--- config.mk ---
export PLATFORM = sky130hd
export DESIGN_NAME = serial_transmitter
export DESIGN_NICKNAME = d
export VERILOG_FILES = /design/src/rtl/serial_pkg.sv /design/src/rtl/serial_transmitter_baud_tick_gen.sv /design/src/rtl/serial_transmitter.sv
export SDC_FILE = /design/constraint.sdc
export NUM_CORES = 1
export LEC_CHECK = 0
export ABC_AREA = 1
export BUFFER_PORTS_ARGS = -buffer_cell sky130_fd_sc_hd__buf_4
export CAP_MARGIN = 20
export CORE_MARGIN = 1
export CORE_UTILIZATION = 30
export CTS_CLUSTER_SIZE = 40
export DETAILED_ROUTE_END_ITERATION = 10
export GPL_ROUTABILITY_DRIVEN = 0
export HOLD_SLACK_MARGIN = 0.08
export PLACE_DENSITY = 0.52
export SETUP_SLACK_MARGIN = 0.02
export SYNTH_ARGS = -nofsm -noshare
export SYNTH_HDL_FRONTEND = slang
export SYNTH_SLANG_ARGS = --single-unit
--- constraint.sdc ---
create_clock -name clk -period 1.7 [get_ports clk]
set_input_delay 0.17 -clock clk [delete_from_list [all_inputs] [get_ports clk]]
set_output_delay 0.17 -clock clk [all_outputs]
set_load 0.1 [all_outputs]
--- src/rtl/serial_pkg.sv ---
// Shared constants for the serial transmitter: state encodings, frame width
// and line levels.
package serial_pkg;

    localparam int DATA_BITS = 8;

    localparam logic [2:0] ST_IDLE   = 3'd0;
    localparam logic [2:0] ST_START  = 3'd1;
    localparam logic [2:0] ST_DATA   = 3'd2;
    localparam logic [2:0] ST_PARITY = 3'd3;
    localparam logic [2:0] ST_STOP   = 3'd4;

    localparam logic LINE_IDLE  = 1'b1;
    localparam logic LINE_START = 1'b0;

    // Even parity: the parity bit makes the total count of ones even.
    function automatic logic even_parity(input logic [DATA_BITS-1:0] data);
        return ^data;
    endfunction

endpackage

--- src/rtl/serial_transmitter_baud_tick_gen.sv ---
// Bit-period timer: counts 0..DIVISOR-1 and pulses tick on the last count.
// clear restarts the period at 0 so a frame's start bit gets a full DIVISOR cycles.
module baud_tick_gen #(
    parameter int DIVISOR = 5208
) (
    input  logic clk,
    input  logic rst_n,
    input  logic clear,
    output logic tick
);

    localparam int CW = (DIVISOR > 2) ? $clog2(DIVISOR) : 1;
    localparam logic [CW-1:0] LAST = CW'(DIVISOR - 1);

    logic [CW-1:0] cnt_q;
    logic [CW-1:0] cnt_d;

    assign tick = (cnt_q == LAST);

    always_comb begin
        cnt_d = cnt_q + 1'b1;
        if (clear || tick) begin
            cnt_d = '0;
        end
    end

    always_ff @(posedge clk or negedge rst_n) begin
        if (!rst_n) begin
            cnt_q <= '0;
        end else begin
            cnt_q <= cnt_d;
        end
    end

endmodule

--- src/rtl/serial_transmitter.sv ---
// Serial transmitter: start bit, 8 data bits LSB-first, optional even parity
// (enabled by defining TX_PARITY_EN), stop bit. Each bit lasts DIVISOR clocks.
//
// state     | meaning
// ST_IDLE   | line high, ready to accept a word
// ST_START  | driving the start bit
// ST_DATA   | driving data bit bit_idx_q
// ST_PARITY | driving the parity bit (TX_PARITY_EN only)
// ST_STOP   | driving the stop bit
module serial_transmitter
    import serial_pkg::*;
#(
    parameter int DIVISOR = 5208
) (
    input  logic       clk,
    input  logic       rst_n,
    input  logic [7:0] tx_data,
    input  logic       tx_en,
    output logic       tx_status,
    output logic       dout
);

    localparam logic [2:0] LAST_IDX = 3'(DATA_BITS - 1);

    logic [2:0] state_q, state_d;
    logic [7:0] shift_q, shift_d;
    logic [2:0] bit_idx_q, bit_idx_d;
    logic       dout_q, dout_d;
    logic       accept;
    logic       tick;

    assign accept    = tx_en && (state_q == ST_IDLE);
    assign tx_status = (state_q == ST_IDLE);
    assign dout      = dout_q;

    baud_tick_gen #(
        .DIVISOR (DIVISOR)
    ) u_baud (
        .clk   (clk),
        .rst_n (rst_n),
        .clear (accept),
        .tick  (tick)
    );

`ifdef TX_PARITY_EN
    logic parity_q, parity_d;
`endif

    always_comb begin
        state_d   = state_q;
        shift_d   = shift_q;
        bit_idx_d = bit_idx_q;
        dout_d    = dout_q;
`ifdef TX_PARITY_EN
        parity_d  = parity_q;
`endif
        case (state_q)
            ST_IDLE: begin
                dout_d = LINE_IDLE;
                if (tx_en) begin
                    state_d   = ST_START;
                    shift_d   = tx_data;
                    bit_idx_d = '0;
                    dout_d    = LINE_START;
`ifdef TX_PARITY_EN
                    parity_d  = even_parity(tx_data);
`endif
                end
            end
            ST_START: begin
                if (tick) begin
                    state_d = ST_DATA;
                    dout_d  = shift_q[0];
                end
            end
            ST_DATA: begin
                if (tick) begin
                    shift_d = shift_q >> 1;
                    if (bit_idx_q == LAST_IDX) begin
`ifdef TX_PARITY_EN
                        state_d = ST_PARITY;
                        dout_d  = parity_q;
`else
                        state_d = ST_STOP;
                        dout_d  = LINE_IDLE;
`endif
                    end else begin
                        bit_idx_d = bit_idx_q + 3'd1;
                        dout_d    = shift_q[1];
                    end
                end
            end
`ifdef TX_PARITY_EN
            ST_PARITY: begin
                if (tick) begin
                    state_d = ST_STOP;
                    dout_d  = LINE_IDLE;
                end
            end
`endif
            ST_STOP: begin
                if (tick) begin
                    state_d = ST_IDLE;
                    dout_d  = LINE_IDLE;
                end
            end
            default: begin
                state_d = ST_IDLE;
                dout_d  = LINE_IDLE;
            end
        endcase
    end

    always_ff @(posedge clk or negedge rst_n) begin
        if (!rst_n) begin
            state_q   <= ST_IDLE;
            shift_q   <= '0;
            bit_idx_q <= '0;
            dout_q    <= LINE_IDLE;
        end else begin
            state_q   <= state_d;
            shift_q   <= shift_d;
            bit_idx_q <= bit_idx_d;
            dout_q    <= dout_d;
        end
    end

`ifdef TX_PARITY_EN
    always_ff @(posedge clk or negedge rst_n) begin
        if (!rst_n) begin
            parity_q <= 1'b0;
        end else begin
            parity_q <= parity_d;
        end
    end
`endif

endmodule

=== Word level (Yosys, flattened, before mapping) ===
Cells that the tools add are included.

* Bits in registers: 28
* Output and inout bits: 2

* Add/subtract/negate cells: 2
* Equality and inequality tests: 11
* Mux-type cells: 20
* Reduce and logical (&&, ||, !) cells: 8

{| class="wikitable"
|+ Operator list
! operator !! count
|-
| $mux W3 || 8
|-
| $mux W8 || 2
|-
| $pmux W8 S2 || 1
|-
| $add A13 B1 Y13 const B || 1
|-
| $eq A13 B13 Y1 const B || 1
|-
| $mux W13 || 1
|-
| $pmux W3 S4 || 1
|-
| $eq A3 B3 Y1 const B || 2
|-
| $ne A2 B1 Y1 const B || 3
|-
| $ne A2 B2 Y1 const B || 3
|-
| $pmux W3 S2 || 1
|-
| $reduce_and A3 Y1 || 2
|-
| $mux W1 || 5
|-
| $reduce_and A5 Y1 || 1
|-
| $pmux W1 S4 || 1
|-
| $reduce_and A4 Y1 || 1
|-
| $add A3 B1 Y3 const B || 1
|-
| $eq A3 B1 Y1 const B || 1
|-
| $eq A3 B2 Y1 const B || 1
|-
| $logic_not A3 Y1 || 1
|-
| $reduce_bool A2 Y1 || 1
|-
| $logic_and A1 B1 Y1 || 1
|-
| $logic_or A1 B1 Y1 || 1
|}

=== Longest topological paths before layout ===
* Depth in word-level cells: 4
* Depth in mapped cells: 9
* Gate-level depth less buffers: 9

=== By module ===
From an unflattened synthesis, not the netlist that was laid out.

* Cell total of the unflattened synthesis: 215
* Area, all modules: 1670.4 µm²

{| class="wikitable"
|+ By module, submodules not included
! module !! times used !! cells an instance !! area an instance (µm²) !! sequential area each (µm²)
|-
| serial_transmitter || 1 || 116 || 934.6 || 376.6
|-
| baud_tick_gen || 1 || 99 || 735.7 || 325.3
|}

=== Least setup slack after synthesis ===
No wires, ideal clock.

* Path type: register to register
* From: register state_q[2]
* To: register u_baud.cnt_q[9]
* Arrival time: 1742 ps
* Required time: 1580 ps
* Setup slack: -162 ps
* Cell stages (with the launch flop): 9
* Buffers on the path: 0
* Path through: dfrtp_1 -> nor2_4 -> nand2_2 -> inv_1 -> nand2_1 -> nand2_2 -> inv_2 -> o21ai_0 -> nor2_1

* Longest elaborated chain between the ends: 4

{| class="wikitable"
|+ RTL lines
! element !! RTL line !! source
|-
| start, declared || serial_transmitter.sv:25 || <nowiki>logic [2:0] state_q, state_d;</nowiki>
|-
| start signal, assigned || serial_transmitter.sv:121 || <nowiki>state_q <= state_d;</nowiki>
|-
| $logic_not A3 Y1 || n/a ||
|-
| named net tx_status || serial_transmitter.sv:19 || <nowiki>output logic tx_status,</nowiki>
|-
| $logic_and A1 B1 Y1 || serial_transmitter.sv:32 || <nowiki>assign accept = tx_en && (state_q == ST_IDLE);</nowiki>
|-
| $logic_or A1 B1 Y1 || serial_transmitter_baud_tick_gen.sv:22 || <nowiki>if (clear || tick) begin</nowiki>
|-
| $mux W13 || serial_transmitter_baud_tick_gen.sv:22 ||
|-
| named net u_baud.cnt_d[9] || serial_transmitter_baud_tick_gen.sv:16 || <nowiki>logic [CW-1:0] cnt_d;</nowiki>
|-
| end signal, assigned || serial_transmitter_baud_tick_gen.sv:31 || <nowiki>cnt_q <= cnt_d;</nowiki>
|-
| end, declared || serial_transmitter_baud_tick_gen.sv:15 || <nowiki>logic [CW-1:0] cnt_q;</nowiki>
|}

The timed path passes the listed nets, and every way through them passes these cells.
A chain may end at the register's enable or synchronous reset.

=== Final worst setup path ===
* From: register state_q[2]
* To: register bit_idx_q[0]

* Longest elaborated chain between the ends: 3
* Elaborated cells on any way between the ends: 8

{| class="wikitable"
|+ RTL lines
! element !! RTL line !! source
|-
| $eq A3 B2 Y1 or $logic_not A3 Y1 (tied branches) || serial_transmitter.sv:57 || <nowiki>case (state_q)</nowiki>
|-
| $ne A2 B2 Y1 (no source line), or another cell as far along || n/a ||
|-
| $reduce_and A4 Y1 (no source line) || n/a ||
|-
| end signal, assigned || serial_transmitter.sv:123 || <nowiki>bit_idx_q <= bit_idx_d;</nowiki>
|-
| end, declared || serial_transmitter.sv:27 || <nowiki>logic [2:0] bit_idx_q, bit_idx_d;</nowiki>
|}

Several ways; a longest one is shown, not always the timed one.

==> results.cfg <==
[floorplan]
coreArea_um2 = 5140
die_w_um = 75.4
fp.dieArea_um2 = 5690
row_count = 26
start_util_pct = 31.5
die_height_um = 75.4
io_pins = 13

[logic_synthesis]
synth.distinct_cells = 28
yosysTopAreaCell = dfrtp_1
synth_top_area_share_pct = 41.8
synth-seq-cells = 28
syn_area_per_cell_um2 = 7.35
yosysMostFrequentCell = nand2_1
async_flop_share_pct = 100
syn-num-nets = 234
synth_area_leaders = dfrtp_1 42%, nand2_1 18%, nor2_1 6.7%
syn-cell-area_um2 = 1620
synth_edf_count = 0
yosys_warnings = 0
synth_common_cells = 76 x nand2_1, 29 x nor2_1, 27 x dfrtp_1
seq_area_frac_synth_pct = 43.4
syn_inst = 220
synth_ff_type = dfrtp_1

[worst_setup_path]
cp_max_fo = 7
crit_chain = nor2_4 > nand2_2 > or2_1 > buf_4 > nand3_2 > nand2_1 > nand2_1
cp_common_cell = nand2_1
cp_data_arrival_time_ns = 1.78
cpMaxStageDelayCell = dfrtp_1
timing.reg2reg.setup_slack_ns = 0.13
r2r-start = state_q[2]
cp.required_ns = 1.92
end_kind = flip-flop
cp_slowest_stage_delay_ns = 0.46
path_class = flip-flop to flip-flop
crit_path_start_kind = flip-flop
crit_start = state_q[2]

[power_and_ir_drop]
p_comb_share_pct = 3.6
vdd_drop_max_v = 0.000255
p_leak_nw = 0.991
p_sw_w = 0.000235
clkPwrFrac_pct = 37.4
p_sw_share_pct = 20.9
internal-power_w = 0.000893
power_density_nw_per_um2 = 601
seqPwrFrac_pct = 59.0

[finish]
nets = 254
n_antenna_cell = 0
fillers = 600
syn_to_final_growth_pct = 16.2
drive_gt1_share_pct = 18.8
instances_no_fill = 309
register_area_um2 = 702
multi_input_area_um2 = 773

[route]
drt-pass1-iter-count = 4
num_vias = 1367
vias_per_cell = 4.42
wl_mm = 3.16
wire_per_inst_um = 10.2
drcViolationCount = 0
drt_iter0_markers = 74
final_antenna_net_count = 0

[grt]
grt_antenna_before_repair = 0
grt_max_degree = 29
grt_pass1_vias = 1268
grt_pass1_wl_mm = 5.65
gr-total-overflow = 0
grt.total_usage_pct = 13.1

[timing]
relSlewSlack_pct = 75.7
max_freq_mhz = 639
worst_pin_slew_ns = 0.364
maxSlewViolCount = 0
hold_viol_final = 0
rsz0062_at_grt = no
layout_setup_ws_ns = 0.134
fin_setup_tns_ns = 0
period_minus_slack_ns = 1.57
skew_ns = 0.00270
fin_crit_sh_pct = 92.1
setup_viol = 0
hold-worst-slack_ns = 0.156

[clock_tree]
cts_tree = done
root_buffer = clkbuf_8
clk_pin_slew_worst_paths_ns = 0.10
numClockSinks = 28
clk_latency_ns = 0.28
cts-buffers-inserted = 3
htreeDepth = 1
cts_buffer_depth = 2

[placed_design]
dp_hpwl_mm = 2.36
dpl_worst_slack_ns = 0.165
dp.cells = 302
numPortBuffers = 12

[min_path]
hold_path.startpoint = tx_en
hold_path.class = input port to flip-flop

[flow_run]
cap_violations = 0

[status]
outcome = completed
path summary, 6_finish.rpt:
path | to | cells past startpoint
worst min-delay path | state_q[0] | 3
worst min register to register | u_baud.cnt_q[0] | 1
worst max register to register | bit_idx_q[0] | 7
worst max-delay path | bit_idx_q[0] | 7
min in group asynchronous | u_baud.cnt_q[4] | 2
max in group asynchronous | dout | 2
area by class of cell:
cell class / instances / share of cell area (%)
clock buffers: 4 / 2.93
inverters: 26 / 5.39
multi-input cells: 160 / 41.1
flip-flops and latches: 28 / 37.4
well taps: 70 / 4.66
repair buffers: 21 / 8.52
repair_timing:
action / in CTS / in global routing
hold buffers: 1 / 0
buffers inserted: 0 / 2
resized for setup: 0 / 2
hold endpoints to repair: 27 / 0
endpoints found under the setup margin: 0 / 8
metal layers:
layer	up-vias	part of all wire, %	global-route usage (%)
met5	-	0	0
met3	4	1.7	1.59
li1	729	-	-
met2	13	44	19.9
met1	621	53	19.2
met4	0	1.3	4.94
cell usage in the layout (no fill, tap or decap), types with 6 or more instances in the layout:
cell type,count
nor3_1,6
buf_4,20
dfrtp_1,27
nand3_1,9
inv_2,7
nand4_1,13
nand2_1,76
nor2_1,29
inv_1,17
cell families (layout without fill, tap and decap cells):
group                    Yosys count  in the layout  synth area share, %
AND/OR/NAND/NOR                  146            146                 40.4
buffers and inverters             32             51                 9.59
flip-flops                        28             28                 43.4
AO/OA/AOI/OAI                      8              8                 2.71
adder cells (fa/ha/maj)            3              3                 2.32
XOR/XNOR                           3              3                 1.62
flip-flops by register name, indices dropped and copies added (netlist names):
signal	flops
u_baud.cnt_q	13
shift_q	8
bit_idx_q	3
state_q	3
dout	1
critical path, delay by kind of cell (launching register included):
family                 cells  cell delay (ns)
and+or+nand+nor            6             0.84
buffers and inverters      1             0.21
DFF                        1             0.46
metrics by stage:
step / utilization, % / instance area, um^2 / total power [W]
after global placement: 34.8 / 1790 / 0.000720
after global routing: 36.6 / 1880 / 0.00118
after floorplan: - / 1620 / 0.000687
after detailed placement: 34.8 / 1790 / 0.000720
after CTS: 36.0 / 1850 / 0.00115
final: 36.6 / 1880 / 0.00113
power groups by stage:
| stage | combinational (W) | sequential [W] | clock, W |
|---|---|---|---|
| after detailed placement | 0.0000411 | 0.000679 | 0 |
| after global routing | 0.0000479 | 0.000666 | 0.000466 |
| final | 0.0000408 | 0.000666 | 0.000422 |
| after global placement | 0.0000411 | 0.000679 | 0 |
| after floorplan | 0.00000812 | 0.000679 | 0 |
| after CTS | 0.0000430 | 0.000666 | 0.000442 |
Note: power is estimated with default switching activity, not from simulation.
